--- src/rtl/cyc_arbiter.sv ---
// Arbitrates the shared cycle control FSM between refresh, DMA and CPU requesters,
// latching cycle-type qualifiers at grant and closing each cycle on TERM_n or watchdog expiry.
module cyc_arbiter #(
    parameter int DMA_BURST = 4,
    parameter int TMO_CYC   = 64,
    parameter int TMO_W     = 7
) (
    input  logic       CK,
    input  logic       MR_n,
    input  logic       CPUREQ,
    input  logic       CPUSHORT,
    input  logic       CPUSLOW,
    input  logic       CPUBRK,
    input  logic       DMAREQ,
    input  logic       REFREQ,
    input  logic       TERM_n,
    output logic       GNT_CPU,
    output logic       GNT_DMA,
    output logic       GNT_REF,
    output logic       SHORT_n,
    output logic       SLOW_n,
    output logic       BRK_n,
    output logic       DONE_CPU,
    output logic       DONE_DMA,
    output logic       DONE_REF,
    output logic       TMOUT,
    output logic [1:0] dbg_state
);

    localparam int CNT_W = $clog2(DMA_BURST + 1);

    typedef enum logic [1:0] {
        IDLE  = 2'd0,
        CYCLE = 2'd1,
        REC   = 2'd2
    } state_t;

    // Handshake: a level request is granted by a GNT held for the whole cycle; the
    // cycle ends with exactly one one-CK pulse, DONE_<owner> on TERM_n or TMOUT on expiry.
    state_t           state_q, state_d;
    logic [2:0]       gnt_q, gnt_d;      // {ref, dma, cpu}
    logic [2:0]       qual_q, qual_d;    // {short_n, slow_n, brk_n}
    logic [2:0]       done_q, done_d;    // {ref, dma, cpu}
    logic             tmout_q, tmout_d;
    logic [CNT_W-1:0] dma_cnt_q, dma_cnt_d;
    logic [TMO_W-1:0] wdog_q, wdog_d;
    logic             cpu_turn;

    // CPU takes precedence over DMA only once a full DMA burst was granted while it waited.
    assign cpu_turn = CPUREQ && (dma_cnt_q == CNT_W'(DMA_BURST));

    always_comb begin
        state_d   = state_q;
        gnt_d     = gnt_q;
        qual_d    = qual_q;
        done_d    = 3'b000;
        tmout_d   = 1'b0;
        dma_cnt_d = dma_cnt_q;
        wdog_d    = wdog_q;
        case (state_q)
            IDLE: begin
                wdog_d = '0;
                if (REFREQ) begin
                    state_d = CYCLE;
                    gnt_d   = 3'b100;
                    qual_d  = 3'b011;
                end else if (DMAREQ && !cpu_turn) begin
                    state_d = CYCLE;
                    gnt_d   = 3'b010;
                    qual_d  = 3'b101;
                    if (dma_cnt_q != CNT_W'(DMA_BURST)) begin
                        dma_cnt_d = dma_cnt_q + CNT_W'(1);
                    end
                end else if (CPUREQ) begin
                    state_d   = CYCLE;
                    gnt_d     = 3'b001;
                    qual_d    = {~CPUSHORT, ~(CPUSLOW & ~CPUSHORT), ~CPUBRK};
                    dma_cnt_d = '0;
                end else begin
                    dma_cnt_d = '0;
                end
            end
            CYCLE: begin
                // TERM_n is tested first so a terminate on the expiry edge still completes.
                if (!TERM_n) begin
                    state_d = REC;
                    done_d  = gnt_q;
                    gnt_d   = 3'b000;
                    qual_d  = 3'b111;
                    wdog_d  = '0;
                end else if (wdog_q == TMO_W'(TMO_CYC - 1)) begin
                    state_d = REC;
                    tmout_d = 1'b1;
                    gnt_d   = 3'b000;
                    qual_d  = 3'b111;
                    wdog_d  = '0;
                end else begin
                    wdog_d = wdog_q + TMO_W'(1);
                end
            end
            REC: begin
                state_d = IDLE;
            end
            default: begin
                state_d = IDLE;
                gnt_d   = 3'b000;
                qual_d  = 3'b111;
            end
        endcase
    end

    always_ff @(posedge CK or negedge MR_n) begin
        if (!MR_n) begin
            state_q   <= IDLE;
            gnt_q     <= 3'b000;
            qual_q    <= 3'b111;
            done_q    <= 3'b000;
            tmout_q   <= 1'b0;
            dma_cnt_q <= '0;
            wdog_q    <= '0;
        end else begin
            state_q   <= state_d;
            gnt_q     <= gnt_d;
            qual_q    <= qual_d;
            done_q    <= done_d;
            tmout_q   <= tmout_d;
            dma_cnt_q <= dma_cnt_d;
            wdog_q    <= wdog_d;
        end
    end

    assign GNT_REF   = gnt_q[2];
    assign GNT_DMA   = gnt_q[1];
    assign GNT_CPU   = gnt_q[0];
    assign SHORT_n   = qual_q[2];
    assign SLOW_n    = qual_q[1];
    assign BRK_n     = qual_q[0];
    assign DONE_REF  = done_q[2];
    assign DONE_DMA  = done_q[1];
    assign DONE_CPU  = done_q[0];
    assign TMOUT     = tmout_q;
    assign dbg_state = state_q;

endmodule

--- config.mk ---
export PLATFORM = sky130hd
export DESIGN_NAME = cyc_arbiter
export DESIGN_NICKNAME = d
export VERILOG_FILES = /design/src/rtl/cyc_arbiter.sv
export SDC_FILE = /design/constraint.sdc
export NUM_CORES = 1
export LEC_CHECK = 0
export BUFFER_PORTS_ARGS = -buffer_cell sky130_fd_sc_hd__buf_2
export CAP_MARGIN = 30
export CORE_ASPECT_RATIO = 1.4
export CORE_MARGIN = 2
export CORE_UTILIZATION = 45
export DETAILED_ROUTE_END_ITERATION = 6
export PLACE_DENSITY = 0.75
export SLEW_MARGIN = 20
export SYNTH_ARGS = -nofsm -noshare
export SYNTH_HDL_FRONTEND = slang
export SYNTH_SLANG_ARGS = --single-unit
export TNS_END_PERCENT = 5
--- constraint.sdc ---
create_clock -name CK -period 5.36 [get_ports CK]
set_clock_uncertainty 0.1 [all_clocks]
set_input_delay 0.536 -clock CK [delete_from_list [all_inputs] [get_ports CK]]
set_output_delay 0.536 -clock CK [all_outputs]
set_load 0.01 [all_outputs]
==> parameters.txt <==
Parameter                              Value

GRT
  Wire length of the first global-routing pass    3263 um
  Number of antenna violations at the first check in global routing    0
  Overflow left after global routing    0
  Largest net degree at the start of global routing    23
  GRT Resource Usage Total    0.1605
  Via count of the first global-routing pass    764

Min path
  Worst min path class    input pin to asynchronous set/reset pin

Critical path
  Top cell family by delay on the critical path    simple AND/OR/NAND/NOR gates
  Startpoint of the worst register-to-register path    dbg_state[1]
  Biggest fanout along the worst timing path    18
  Critical path endpoint category    flop
  Crit path arrival time    2.12 ns
  Setup Crit Path Kind    flop to flop
  Cell at the slowest stage of the critical path    dfrtp_1
  Critical Path Start    dbg_state[1]
  Critical path required time    5.44 ns
  Worst-path cell chain    or3_4, or3_4, nand3_4, mux2_4
  Buffers and inverters on the worst path    0
  Most frequent cell on the critical path    or3_4
  Startpoint kind of the worst setup timing path    flop
  Highest cell delay on the worst timing path    0.57 ns

Floorplan
  Floorplan row count    20
  Vertical die dimension    61.76 um
  Total die area    around 2800 um^2
  Initial core utilization    0.4815
  Die width    45.26 um
  I/O pin count    21
  Area of the placeable core    approximately 2200 um^2

Clock network
  Post-cts repair resize count    0
  TritonCTS clock tree    done
  Clk sink count    22
  TritonCTS Buffers    3
  Post-CTS Setup Repair Bufs    0
  Clock H-tree levels    1
  Clk slew on worst S/H paths    0.12 ns
  Worst-skew pair later-pin latency    approximately 0.3 ns
  Cts hold-fix bufs    0
  Buffer depth of the longest clock path    2
  Clock root buffer    clkbuf_4

Timing
  Final Worst Setup Slack    around 3.3 ns
  Final Hold Fails    0
  Timing-limited maximum frequency    490.8 MHz
  Tightest hold margin    0.07923 ns
  Max transition margin    0.5790
  Minimum clock period    2.038 ns
  Setup repair after global routing missed its margin    no
  Crit share post-route    0.3801
  Post-route setup TNS    0 ns
  Slew Limit Fails    0
  Worst slew pin tran    0.6267 ns
  Final-report setup violation count    0

Drt
  Routed vias    828
  DRC    0
  Total Routed Length    1903 um
  Remaining number of nets flagged by the antenna check after routing    0
  Initial drt markers    15
  DR pass1 iterations    4
  Avg WL per Cell    between 10 and 15 um
  Mean number of vias per cell    5.671

Logic synthesis
  Portion of synthesized cell area occupied by the leading cell type    0.4434
  Synth Area per Inst    approximately 11 um^2
  Flip-flop and latch count after synthesis    22
  Number of nets in the synthesized netlist    114
  Cell type with the largest total area after synthesis    dfrtp_1
  Share of synthesized area occupied by flip-flops and latches    0.5169
  Synth Instances    between 100 and 150
  Yosys warnings    0
  Syn Std Cell Area    1072 um^2
  Number of distinct library cells after synthesis    34
  Top post-synthesis cells by area    dfrtp_1 44%, dfstp_2 7.4%, o21ai_0 4.2%

Placement
  Port buffer count    20
  Placement-stage cell area    1185 um^2
  Routability-driven placement congestion ratio    0.7509
  Setup slack after placement    3.346 ns
  Detailed placer's ending HPWL    approximately 1500 um

Cells and area
  Area of all placed cells without fillers    ~1200 um^2
  Area growth from synthesis to final layout    12.95%
  Share of cells above drive strength 1    0.2742
  Fillcell total    210
  Count of nets after finishing    approximately 140
  Diodes inserted    0

Power and ir drop
  Leak Pwr    0.5828 nW
  Total design power    0.0005261 W
  Maximum VDD drop    between 200 and 250 uV
  Power density relative to cell area    ~430 nW/um^2

Flow run
  Max Cap Violations    0

Run status
  Run status    finished clean
[synthesized netlist by cell type]
| cell type | count |
|---|---|
| dfrtp_1 | 19 |
| nor2_1 | 11 |
| nand2_1 | 9 |
| o21ai_0 | 9 |
| inv_1 | 5 |
| a21oi_1 | 3 |
| and2_1 | 3 |
| dfstp_2 | 3 |
| ha_1 | 3 |
| mux2_4 | 3 |
| nand3_1 | 3 |
| nand3b_1 | 3 |
| nor3_1 | 3 |
| a31oi_1 | 2 |
| nand4_1 | 2 |
| nor2b_1 | 2 |
| or3_4 | 2 |
| a21boi_0 | 1 |
| a22o_2 | 1 |
| a2bb2oi_1 | 1 |
| a41o_1 | 1 |
| and2_0 | 1 |
| and3_1 | 1 |
| buf_6 | 1 |
| clkbuf_1 | 1 |
| mux2i_1 | 1 |
| nand3_4 | 1 |
| nand4b_1 | 1 |
| o2bb2ai_1 | 1 |
| o31ai_1 | 1 |
| or2b_1 | 1 |
| or2b_2 | 1 |
| xnor2_1 | 1 |
| xor2_1 | 1 |
[state kept, by name (all words and copies together), names as in the netlist]
register   cells
wdog_q         7
dma_cnt_q      3
done_q         3
gnt_q          3
qual_q         3
dbg_state      2
TMOUT          1
[layer usage]
layer / vias up / routed length (um) / track usage
met5: - / 0 / 0
met4: 0 / 13 / 0.06303
met3: 2 / 71 / 0.02601
met2: 20 / 990 / 0.2816
met1: 402 / 827 / 0.1944
li1: 404 / - / -
[where the power goes]
group	switching (W)	internal, W
sequential	0.0000479	0.000212
clock	0.0000459	0.0000289
combinational	0.0000999	0.0000917
[cells in the final DEF, fill, tap and decap left out, drive strengths merged, types with 3 or more instances in the layout]
cell type and count:
nor2 11, ha 3, mux2 3, nor3 3
buf 20, and2 4, nand3b 3, a21oi 3
nand2 9, clkbuf 4, dfstp 3, o21ai 9
inv 5, nand3 4, dfrtp 19
[worst register-to-register path, delay by kind of cell, from the launching register on]
family / cells / cell delay, ns
mux: 1 / 0.30
flops: 1 / 0.57
simple gates: 3 / 0.96
[through the flow]
step                instances  utilization
floorplan                 102            -
global route              146       0.5438
global placement          142       0.5320
CTS                       146       0.5438
detailed placement        142       0.5320
finish                    146       0.5438
[path summary, 6_finish.rpt]
kind | slack, ns | cells past startpoint | to
worst min-delay path | 0.08 | 1 | wdog_q[4]
worst min register to register | 0.34 | 1 | TMOUT
min in group CK | 0.34 | 1 | TMOUT
worst max register to register | 3.32 | 4 | gnt_q[0]
worst max-delay path | 3.32 | 4 | gnt_q[0]
max in group asynchronous | 4.72 | 1 | qual_q[2]
[final cells by class]
type / instances / area [um^2] / share of cell area
Sequential cell: 22 / 554.3 / 0.4576
Tap cell: 22 / 27.53 / 0.02273
Clock buffer: 4 / 26.28 / 0.02169
Multi-Input combinational cell: 73 / 484.2 / 0.3998
Timing Repair Buffer: 20 / 100.1 / 0.08264
Inverter: 5 / 18.77 / 0.01550
[cells by family after synthesis]
| family | after synthesis | share of synthesized area |
|---|---|---|
| AND/OR/NAND/NOR | 44 | 0.2322 |
| flip-flops | 22 | 0.5169 |
| AO/OA/AOI/OAI | 20 | 0.1167 |
| buffers and inverters | 7 | 0.03150 |
| multiplexers | 4 | 0.05134 |
| adder cells (fa/ha/maj) | 3 | 0.03501 |
| XOR/XNOR | 2 | 0.01634 |
Note: power is estimated with default switching activity, not from simulation.
